==> src/rtl/gpu_pkg.sv <==
// Shared constants, vertex type and setup FSM state encoding for the triangle front end.
package gpu_pkg;

  localparam int unsigned SCREEN_W      = 320;
  localparam int unsigned SCREEN_H      = 240;
  localparam int unsigned INV_FRAC_BITS = 24;

  localparam int unsigned XWidth    = 9;
  localparam int unsigned YWidth    = 8;
  localparam int unsigned ZWidth    = 16;
  localparam int unsigned AWidth    = 9;
  localparam int unsigned BWidth    = 10;
  localparam int unsigned CWidth    = 19;
  localparam int unsigned ProdWidth = 18;
  localparam int unsigned AreaWidth = 19;
  localparam int unsigned DivWidth  = 18;
  localparam int unsigned QuotWidth = 32;

  localparam logic [XWidth-1:0] XMax = XWidth'(SCREEN_W - 1);
  localparam logic [YWidth-1:0] YMax = YWidth'(SCREEN_H - 1);

  typedef struct packed {
    logic [XWidth-1:0] x;
    logic [YWidth-1:0] y;
    logic [ZWidth-1:0] z;
  } vertex_t;

  typedef enum logic [2:0] {
    StIdle,
    StEdge,
    StArea,
    StOrient,
    StDiv,
    StStart,
    StWait
  } tri_state_e;

  // |area2| always fits the divisor because the largest on-grid area2 is below 2^18.
  function automatic logic [DivWidth-1:0] abs_area(input logic signed [AreaWidth-1:0] a);
    logic signed [AreaWidth-1:0] m;
    m = a[AreaWidth-1] ? -a : a;
    return m[DivWidth-1:0];
  endfunction

endpackage

==> src/rtl/recip_div.sv <==
// Sequential restoring divider computing floor(2^INV_FRAC_BITS / divisor), one quotient bit
// per cycle over a fixed 32-cycle run; done is high during the final iteration.
module recip_div
  import gpu_pkg::*;
(
  input  logic                 clk,
  input  logic                 rst,
  input  logic                 start,
  input  logic [DivWidth-1:0]  divisor,
  output logic [QuotWidth-1:0] quotient,
  output logic                 done
);

  // Iteration index at which the single set dividend bit is shifted in.
  localparam logic [4:0] OneBitCnt = 5'(QuotWidth - 1 - INV_FRAC_BITS);

  logic                 busy_q;
  logic [4:0]           cnt_q;
  logic [DivWidth-1:0]  rem_q;
  logic [DivWidth-1:0]  div_q;
  logic [QuotWidth-1:0] quot_q;

  logic                 dbit;
  logic [DivWidth:0]    rem_sh;
  logic [DivWidth-1:0]  rem_diff;
  logic                 fits;

  always_comb begin
    dbit     = (cnt_q == OneBitCnt);
    rem_sh   = {rem_q, dbit};
    fits     = (rem_sh >= {1'b0, div_q});
    rem_diff = rem_sh[DivWidth-1:0] - div_q;
  end

  always_ff @(posedge clk) begin
    if (rst) begin
      busy_q <= 1'b0;
      cnt_q  <= '0;
      rem_q  <= '0;
      div_q  <= '0;
      quot_q <= '0;
    end else if (start) begin
      busy_q <= 1'b1;
      cnt_q  <= '0;
      rem_q  <= '0;
      div_q  <= divisor;
      quot_q <= '0;
    end else if (busy_q) begin
      rem_q  <= fits ? rem_diff : rem_sh[DivWidth-1:0];
      quot_q <= {quot_q[QuotWidth-2:0], fits};
      cnt_q  <= cnt_q + 5'd1;
      if (cnt_q == 5'd31) busy_q <= 1'b0;
    end
  end

  assign quotient = quot_q;
  assign done     = busy_q && (cnt_q == 5'd31);

endmodule

==> src/rtl/tri_setup.sv <==
// Triangle setup: edge equations, clamped bbox, winding fix-up and 1/area2 ahead of the
// rasterizer. Define TRI_BACKFACE_CULL_EN to cull clockwise triangles instead of swapping them.
module tri_setup
  import gpu_pkg::*;
(
  input  logic                        clk,
  input  logic                        rst,
  input  logic                        tri_valid,
  output logic                        tri_ready,
  input  logic        [XWidth-1:0]    x1,
  input  logic        [XWidth-1:0]    x2,
  input  logic        [XWidth-1:0]    x3,
  input  logic        [YWidth-1:0]    y1,
  input  logic        [YWidth-1:0]    y2,
  input  logic        [YWidth-1:0]    y3,
  input  logic        [ZWidth-1:0]    z1i,
  input  logic        [ZWidth-1:0]    z2i,
  input  logic        [ZWidth-1:0]    z3i,
  input  logic        [7:0]           color_in,
  output logic signed [AWidth-1:0]    a1,
  output logic signed [AWidth-1:0]    a2,
  output logic signed [AWidth-1:0]    a3,
  output logic signed [BWidth-1:0]    b1,
  output logic signed [BWidth-1:0]    b2,
  output logic signed [BWidth-1:0]    b3,
  output logic signed [CWidth-1:0]    c1,
  output logic signed [CWidth-1:0]    c2,
  output logic signed [CWidth-1:0]    c3,
  output logic        [XWidth-1:0]    bbxi,
  output logic        [XWidth-1:0]    bbxf,
  output logic        [YWidth-1:0]    bbyi,
  output logic        [YWidth-1:0]    bbyf,
  output logic        [ZWidth-1:0]    z1,
  output logic        [ZWidth-1:0]    z2,
  output logic        [ZWidth-1:0]    z3,
  output logic        [7:0]           color,
  output logic        [QuotWidth-1:0] inv_area,
  output logic                        rasterizer_start,
  input  logic                        rasterizer_done,
  output logic                        busy
);

  tri_state_e state_q;
  logic       tri_ready_q;
  logic       start_q;
  logic       busy_q;

  vertex_t                     v_q [3];
  logic        [7:0]           color_q;
  logic signed [AWidth-1:0]    a_q [3];
  logic signed [BWidth-1:0]    b_q [3];
  logic signed [CWidth-1:0]    c_q [3];
  logic        [ProdWidth-1:0] p_q [6];
  logic signed [AreaWidth-1:0] area2_q;
  logic        [XWidth-1:0]    bbxi_q, bbxf_q;
  logic        [YWidth-1:0]    bbyi_q, bbyf_q;

  logic signed [19:0]          dx21, dy31, dx31, dy21, area_full;
  logic        [XWidth-1:0]    xmin, xmax;
  logic        [YWidth-1:0]    ymin, ymax;
  logic                        degenerate;
  logic                        cull;
  logic                        swap;
  logic                        div_start;
  logic                        div_done;
  logic        [DivWidth-1:0]  divisor;
  logic        [QuotWidth-1:0] quotient;

  // Vertex coordinates are non-negative, so zero extension equals sign extension here.
  always_comb begin
    dx21      = 20'(v_q[1].x) - 20'(v_q[0].x);
    dx31      = 20'(v_q[2].x) - 20'(v_q[0].x);
    dy21      = 20'(v_q[1].y) - 20'(v_q[0].y);
    dy31      = 20'(v_q[2].y) - 20'(v_q[0].y);
    area_full = dx21 * dy31 - dx31 * dy21;

    xmin = v_q[0].x;
    xmax = v_q[0].x;
    ymin = v_q[0].y;
    ymax = v_q[0].y;
    for (int i = 1; i < 3; i++) begin
      if (v_q[i].x < xmin) xmin = v_q[i].x;
      if (v_q[i].x > xmax) xmax = v_q[i].x;
      if (v_q[i].y < ymin) ymin = v_q[i].y;
      if (v_q[i].y > ymax) ymax = v_q[i].y;
    end
  end

  // Only the upper bound is clamped, so an all-off-screen triangle shows up as min > max.
  always_comb begin
    degenerate = (area2_q == '0) || (bbxi_q > bbxf_q) || (bbyi_q > bbyf_q);
    swap       = area2_q[AreaWidth-1];
`ifdef TRI_BACKFACE_CULL_EN
    cull       = degenerate || swap;
`else
    cull       = degenerate;
`endif
    div_start  = (state_q == StOrient) && !cull;
    divisor    = abs_area(area2_q);
  end

  always_ff @(posedge clk) begin
    if (rst) begin
      for (int i = 0; i < 3; i++) begin
        v_q[i] <= '0;
        a_q[i] <= '0;
        b_q[i] <= '0;
        c_q[i] <= '0;
      end
      for (int i = 0; i < 6; i++) p_q[i] <= '0;
      color_q <= '0;
      area2_q <= '0;
      bbxi_q  <= '0;
      bbxf_q  <= '0;
      bbyi_q  <= '0;
      bbyf_q  <= '0;
    end else begin
      case (state_q)
        StIdle: begin
          if (tri_valid) begin
            v_q[0]  <= '{x: x1, y: y1, z: z1i};
            v_q[1]  <= '{x: x2, y: y2, z: z2i};
            v_q[2]  <= '{x: x3, y: y3, z: z3i};
            color_q <= color_in;
          end
        end
        StEdge: begin
          for (int i = 0; i < 3; i++) begin
            a_q[i]     <= AWidth'(v_q[(i+1)%3].y) - AWidth'(v_q[(i+2)%3].y);
            b_q[i]     <= BWidth'(v_q[(i+2)%3].x) - BWidth'(v_q[(i+1)%3].x);
            p_q[2*i]   <= ProdWidth'(v_q[(i+1)%3].x) * ProdWidth'(v_q[(i+2)%3].y);
            p_q[2*i+1] <= ProdWidth'(v_q[(i+2)%3].x) * ProdWidth'(v_q[(i+1)%3].y);
          end
        end
        StArea: begin
          for (int i = 0; i < 3; i++) begin
            c_q[i] <= CWidth'(p_q[2*i]) - CWidth'(p_q[2*i+1]);
          end
          area2_q <= area_full[AreaWidth-1:0];
          bbxi_q  <= xmin;
          bbxf_q  <= (xmax > XMax) ? XMax : xmax;
          bbyi_q  <= ymin;
          bbyf_q  <= (ymax > YMax) ? YMax : ymax;
        end
        StOrient: begin
          // Relabel v2<->v3 so every edge function is non-negative inside.
          if (!cull && swap) begin
            a_q[0]   <= -a_q[0];
            a_q[1]   <= -a_q[2];
            a_q[2]   <= -a_q[1];
            b_q[0]   <= -b_q[0];
            b_q[1]   <= -b_q[2];
            b_q[2]   <= -b_q[1];
            c_q[0]   <= -c_q[0];
            c_q[1]   <= -c_q[2];
            c_q[2]   <= -c_q[1];
            area2_q  <= -area2_q;
            v_q[1].z <= v_q[2].z;
            v_q[2].z <= v_q[1].z;
          end
        end
        default: ;
      endcase
    end
  end

  always_ff @(posedge clk) begin
    if (rst) begin
      state_q     <= StIdle;
      tri_ready_q <= 1'b1;
      start_q     <= 1'b0;
      busy_q      <= 1'b0;
    end else begin
      start_q <= 1'b0;
      case (state_q)
        StIdle: begin
          if (tri_valid) begin
            state_q     <= StEdge;
            tri_ready_q <= 1'b0;
            busy_q      <= 1'b1;
          end
        end
        StEdge:   state_q <= StArea;
        StArea:   state_q <= StOrient;
        StOrient: begin
          if (cull) begin
            state_q     <= StIdle;
            tri_ready_q <= 1'b1;
            busy_q      <= 1'b0;
          end else begin
            state_q <= StDiv;
          end
        end
        StDiv: begin
          if (div_done) begin
            state_q <= StStart;
            start_q <= 1'b1;
          end
        end
        StStart:  state_q <= StWait;
        StWait: begin
          if (rasterizer_done) begin
            state_q     <= StIdle;
            tri_ready_q <= 1'b1;
            busy_q      <= 1'b0;
          end
        end
        default: begin
          state_q     <= StIdle;
          tri_ready_q <= 1'b1;
          busy_q      <= 1'b0;
        end
      endcase
    end
  end

  recip_div u_recip_div (
    .clk      (clk),
    .rst      (rst),
    .start    (div_start),
    .divisor  (divisor),
    .quotient (quotient),
    .done     (div_done)
  );

  assign tri_ready        = tri_ready_q;
  assign rasterizer_start = start_q;
  assign busy             = busy_q;
  assign a1               = a_q[0];
  assign a2               = a_q[1];
  assign a3               = a_q[2];
  assign b1               = b_q[0];
  assign b2               = b_q[1];
  assign b3               = b_q[2];
  assign c1               = c_q[0];
  assign c2               = c_q[1];
  assign c3               = c_q[2];
  assign bbxi             = bbxi_q;
  assign bbxf             = bbxf_q;
  assign bbyi             = bbyi_q;
  assign bbyf             = bbyf_q;
  assign z1               = v_q[0].z;
  assign z2               = v_q[1].z;
  assign z3               = v_q[2].z;
  assign color            = color_q;
  assign inv_area         = quotient;

endmodule

==> config.mk <==
export PLATFORM = sky130hd
export DESIGN_NAME = tri_setup
export DESIGN_NICKNAME = d
export VERILOG_FILES = /design/src/rtl/gpu_pkg.sv /design/src/rtl/recip_div.sv /design/src/rtl/tri_setup.sv
export SDC_FILE = /design/constraint.sdc
export NUM_CORES = 2
export LEC_CHECK = 0
export BUFFER_PORTS_ARGS = -buffer_cell sky130_fd_sc_hd__buf_2
export CORE_MARGIN = 2
export CORE_UTILIZATION = 51
export CTS_CLUSTER_SIZE = 8
export DETAILED_ROUTE_END_ITERATION = 10
export GPL_ROUTABILITY_DRIVEN = 1
export PLACE_DENSITY = 0.75
export SYNTH_ARGS = -nofsm -noshare
export SYNTH_HDL_FRONTEND = slang
export SYNTH_SLANG_ARGS = --single-unit
==> constraint.sdc <==
create_clock -name clk -period 11.5 [get_ports clk]
set_input_delay 1.15 -clock clk [delete_from_list [all_inputs] [get_ports clk]]
set_output_delay 1.15 -clock clk [all_outputs]
set_load 0.02 [all_outputs]
## Word-level counts from Yosys, hierarchy flattened

Memory sizes are Yosys's and may differ from the RTL's.
Index checks and enable logic that the tools add are counted.

- Bits in registers: 141
- Bits in writable memories: 315
- Output and inout port bits: 239
- Word-level logic and storage cells: 203
- Memories kept: 5

- $add $sub $neg: 26
- Multiply operators: 8
- $lt $le $gt $ge: 13
- Equal/unequal tests: 13
- Mux-type cells: 76
- Bitwise operators: 31
- Reductions and logical operators: 16

Memory list:

| memory | words | width | rd ports | clocked after Yosys merged registers in | wr ports | line | text |
|---|---|---|---|---|---|---|---|
| p_q | 6 | 17 | 6 | 0 | 6 | tri_setup.sv:53 | `logic [ProdWidth-1:0] p_q [6];` |
| v_q | 3 | 33 | 3 | 0 | 3 | tri_setup.sv:48 | `vertex_t v_q [3];` |
| c_q | 3 | 19 | 3 | 0 | 3 | tri_setup.sv:52 | `logic signed [CWidth-1:0] c_q [3];` |
| b_q | 3 | 10 | 3 | 0 | 3 | tri_setup.sv:51 | `logic signed [BWidth-1:0] b_q [3];` |
| a_q | 3 | 9 | 3 | 0 | 3 | tri_setup.sv:50 | `logic signed [AWidth-1:0] a_q [3];` |

Operators by type and width:

| operator | count |
|---|---|
| 19-bit 2-to-1 mux | 7 |
| 9-bit by 8-bit multiplier with 17-bit output | 6 |
| 17-bit 2-to-1 mux | 6 |
| 33-bit 2-to-1 mux | 3 |
| 9-bit 2-to-1 mux | 11 |
| 19-bit negator | 4 |
| 10-bit 2-to-1 mux | 6 |
| 18-bit by 18-bit subtractor with 19-bit output | 3 |
| 9-bit by 9-bit subtractor with 10-bit output | 5 |
| 8-bit by 8-bit subtractor with 9-bit output | 5 |
| 8-bit 2-to-1 mux | 5 |
| 10-bit by 9-bit multiplier with 19-bit output | 2 |
| 19-bit one-hot mux with 2 select lines | 1 |
| 18-bit 2-to-1 mux | 2 |
| 16-bit 2-to-1 mux | 2 |
| 10-bit negator | 3 |
| 1-bit bitwise OR | 29 |
| 9-bit > comparator | 3 |
| 9-bit negator | 3 |
| 1-bit 2-to-1 mux | 26 |
| 8-bit > comparator | 3 |
| 3-bit one-hot mux with 7 select lines | 1 |
| 19-bit by 18-bit greater-or-equal comparator with 1-bit output | 1 |
| 19-bit logical NOT | 1 |
| 27 further kinds | 45 |

## Depth between registers and ports, before layout

- Depth after elaboration: 10
- Depth in mapped cells: 35
- Depth with buffers taken out: 32

## Modules after synthesis

Synthesis repeated with hierarchy kept, for this count alone.

- Cells, all modules: 5046
- Area total of the unflattened synthesis: 46913.7 um^2

Modules (own cells, without submodules):

| module | instances | cells an instance | area each (um^2) | sequential area each (um^2) |
|---|---|---|---|---|
| tri_setup | 1 | 4612 | 43067.6 | 10800.4 |
| recip_div | 1 | 434 | 3846.2 | 1481.4 |

## Least setup slack after synthesis

OpenSTA, ideal clock, no wires.

- Kind: register -> register
- From: memory v_q[2][16] in the netlist's numbering
- To: register area2_q[17]
- Library setup time: 115 ps
- Arrival time: 8406 ps
- Data required time: 11385 ps
- Setup slack: 2979 ps
- Cell stages (with the launch flop): 35
- Buffers on the path: 3
- Path through: edfxtp_1 > clkbuf_1 > inv_1 > buf_1 > ha_1 > inv_1 > fa_1 > a21o_1 > a21oi_1 > o21bai_1 > a21oi_1 > o21bai_1 > a21o_1 > clkbuf_1 > or2_2 > fa_1 > fa_1 > inv_1 > fa_1 > fa_1 > fa_1 > fa_1 > inv_1 > fa_1 > inv_1 > ha_1 > o21ai_0 > nand2b_1 > o41ai_1 > o31ai_1 > a21oi_1 > o21ai_0 > nor2b_1 > mux2i_1 > a2111oi_0

RTL lines:

| what | line | text |
|---|---|---|
| start: declaration | tri_setup.sv:48 |  |
| end signal: assignment | tri_setup.sv:139 | `area2_q <= area_full[AreaWidth-1:0];` |
| end signal: assignment | tri_setup.sv:157 | `area2_q <= -area2_q;` |
| end: declaration | tri_setup.sv:54 | `logic signed [AreaWidth-1:0] area2_q;` |

==> impl_results.md <==
* Post-DRT Antenna Nets at 0
* Hold buffer count at cts at 0
* Vias at 38100
* Rel. slew slack at 16.4%
* Area leader, netlist: edfxtp_1
* Cell row count at 111
* Antenna violations before repair at 4
* Synth area leaders: edfxtp_1 20%, fa_1 19%, ha_1 13%
* CP Data Required Time at 12.01 ns
* Setup bufs post-CTS at 0
* Top Family by Delay on Critical Path: adder cells
* GP Congestion at 1.01
* Hold Violations, Final at 0
* Detail Placement HPWL at 117000 um
* Most numerous cell in the Yosys netlist: inv_1
* Final worst-path cycle share at 84.3%
* Layout cell share with drive strength beyond 1 at 10.7%
* RSZ-0062 raised after global routing: no
* CTS root buffer: clkbuf_16
* Yosys reg bits at 456
* Outcome: finished, final reports clean
* Clock Skews at 0.0389 ns
* Post-synth top cells: 685 x inv_1, 607 x nor2_1, 496 x ha_1
* Number of fill cells in the layout at 8041
* PortBufs at 349
* DR vias/cell at 5.85
* GRT overflow at 0
* NumNets Final at 6362
* Post-synthesis sequential area ratio at 26.2%
* Largest net degree at the start of global routing at 78
* Clk_lat worst skew at 0.65 ns
* Max Freq at 0.103 GHz
* Final Max Tran Viols at 0
* Boundary pin count at 350
* Yosys top cell area share at 20.2%
* GRT Util Overall at 31.4%
* CP dominant cell by count: fa_1
* Synthesized area per cell at 9.29 sq um
* Clock Sinks at 456
* Crit start category: flop
* Synth Instances at 5049
* CTS Buf Count at 69
* CTS resizes at 0
* Post-Syn Nets at 6109
* Core ar. at 91400 sq um
* Critical-path maximum fanout at 15
* Area of the mapped netlist at 46900 sq um
* Area Growth Syn to Fin at 9.86%
* CP max stage cell: inv_1
* First-pass GRT wire length at 225000 um
* Detailed Route WL at 148000 um
* Critical Path Max Stage Delay at 0.69 ns
* 1st-pass router iterations at 6
* Crit path time final at 9.69 ns
* Die Y at 307 um
* Worst hold-check path type: reg2reg
* Routed length per instance at 22.8 um
* Yosys cell types at 88
* Sum Neg Setup Slack at 0 ns
* Slew of the pin with the lowest slew margin at 1.25 ns
* Htree depth at 3
* EDFF count, synth at 315
* DIE AREA at 94400 sq um
* Initial Util at 51.3%
* Post-synth ARST share at 0%
* Initial DRC count at 3523
* CTS tree: built
* Clock Pin Slew Worst Setup and Hold Paths at 0.05 ns
* Post-route DRC at 0
* Top FF cell, synth: edfxtp_1
* Die X at 307 um
* Synth warn at 0
* Max-cap violation count at 0
* Crit path DAT at 10.20 ns
* CP bufs+invs at 5
* Vias in the first global route at 37900
* Critical path capture point type: flop
* Clk buf depth at 3
* # setup viols final at 0
* Setup CP Type: reg2reg
## registers in the layout, summed over array words and instances, names as in the netlist, 9 cells and up
| name | flops |
|---|---|
| c_q | 57 |
| v_q | 99 |
| b_q | 30 |
| bbxf | 9 |
| u_recip_div.div_q | 18 |
| u_recip_div.rem_q | 18 |
| u_recip_div.quotient | 32 |
| area2_q | 19 |
| a_q | 27 |
| p_q | 102 |
| bbxi | 9 |
## through the flow
stage                     setup slack [ns]  hold slack (ns)  instance area (sq um)  util (%)  cells
after floorplan                       2.98            0.456                  46900         -   5049
after global placement                2.28            0.440                  49600      54.3   6417
after detailed placement              2.00            0.443                  49600      54.3   6417
after CTS                             1.94            0.450                  51500      56.4   6507
after global routing                  1.26            0.465                  51500      56.4   6508
final                                 1.81            0.451                  51500      56.4   6510
## path summary, 6_finish.rpt
path	startpoint	end	slack, ns	depth (start not counted)
setup reg to reg	v_q[2][16]$_SDFFCE_PN0P_	area2_q[17]$_SDFFE_PP0P_	1.81	31
hold / removal	color[6]$_SDFFE_PP0P_	color[6]$_SDFFE_PP0P_	0.45	2
setup / recovery	v_q[2][16]$_SDFFCE_PN0P_	area2_q[17]$_SDFFE_PP0P_	1.81	31
hold reg to reg	color[6]$_SDFFE_PP0P_	color[6]$_SDFFE_PP0P_	0.45	2
## worst register-to-register path: cells and delay by family, from the launching register on
| family | cells | cell delay, ns |
|---|---|---|
| and+or+nand+nor | 3 | 0.69 |
| AOI/OAI and AO/OA | 12 | 2.62 |
| buffers and inverters | 5 | 0.93 |
| DFF | 1 | 0.58 |
| adders and majority gates | 10 | 4.64 |
| muxes | 1 | 0.08 |
## routing by layer
metal | track usage [%] | wire length (um) | vias up
li1 | - | - | 17200
met1 | 40.9 | 58400 | 18700
met2 | 49.4 | 67300 | 1819
met3 | 7.93 | 15300 | 386
met4 | 13.8 | 7080 | 2
met5 | 0 | 8 | -
## cell families (layout without fill, tap and decap cells)
| family | count (synthesis) | after routing | share of synthesized area [%] |
|---|---|---|---|
| simple gates | 1548 | 1548 | 15.0 |
| fa+ha+maj | 949 | 949 | 32.6 |
| buf+inv | 936 | 1208 | 8.00 |
| compound gates | 769 | 769 | 10.7 |
| flops | 456 | 456 | 26.2 |
| xor+xnor | 300 | 300 | 5.60 |
| mux | 91 | 91 | 2.01 |
| other cells | 0 | 3 | 0 |
## cell usage in the layout (no fill, tap or decap), types with 11 or more instances in the layout
cell type | synthesis | layout
inv_1 | 685 | 685
nor2_1 | 607 | 604
ha_1 | 496 | 496
fa_1 | 453 | 453
nand2_1 | 428 | 427
buf_2 | 24 | 349
edfxtp_1 | 315 | 315
a21oi_1 | 189 | 189
o21ai_0 | 161 | 161
xnor2_1 | 158 | 158
xor2_1 | 142 | 142
dfxtp_1 | 141 | 140
nor3_1 | 103 | 101
and2_1 | 98 | 98
o22ai_1 | 79 | 79
mux2i_1 | 77 | 77
buf_4 | 48 | 73
clkbuf_16 | 0 | 71
nand2b_1 | 65 | 63
a21o_1 | 54 | 54
a22o_1 | 52 | 52
or3_1 | 49 | 48
nor2b_1 | 45 | 45
a211oi_1 | 42 | 42
nand3_1 | 42 | 42
o21bai_1 | 26 | 25
o21a_1 | 21 | 21
nor4_1 | 18 | 18
or2_2 | 19 | 18
nand4_1 | 17 | 17
a31oi_1 | 16 | 16
clkinv_1 | 9 | 12
a21boi_0 | 12 | 12
mux2_2 | 12 | 12
o31ai_1 | 12 | 11
and3_1 | 11 | 11
## cell type report
cell class,count,area (sq um),share of cell area [%]
Multi-Input combinational cell,3657,30900,60.0
Sequential cell,456,12300,23.8
Inverter,696,2610,5.07
Timing Repair Buffer,422,2290,4.45
Clock buffer,79,1820,3.53
Tap cell,1186,1480,2.88
Clock inverter,11,85.1,0.165
Antenna cell,3,7.51,0.0146
Power is left out: the tool's default activity adds up to more than one toggle a clock period on the data nets, which glitch-free logic cannot reach.
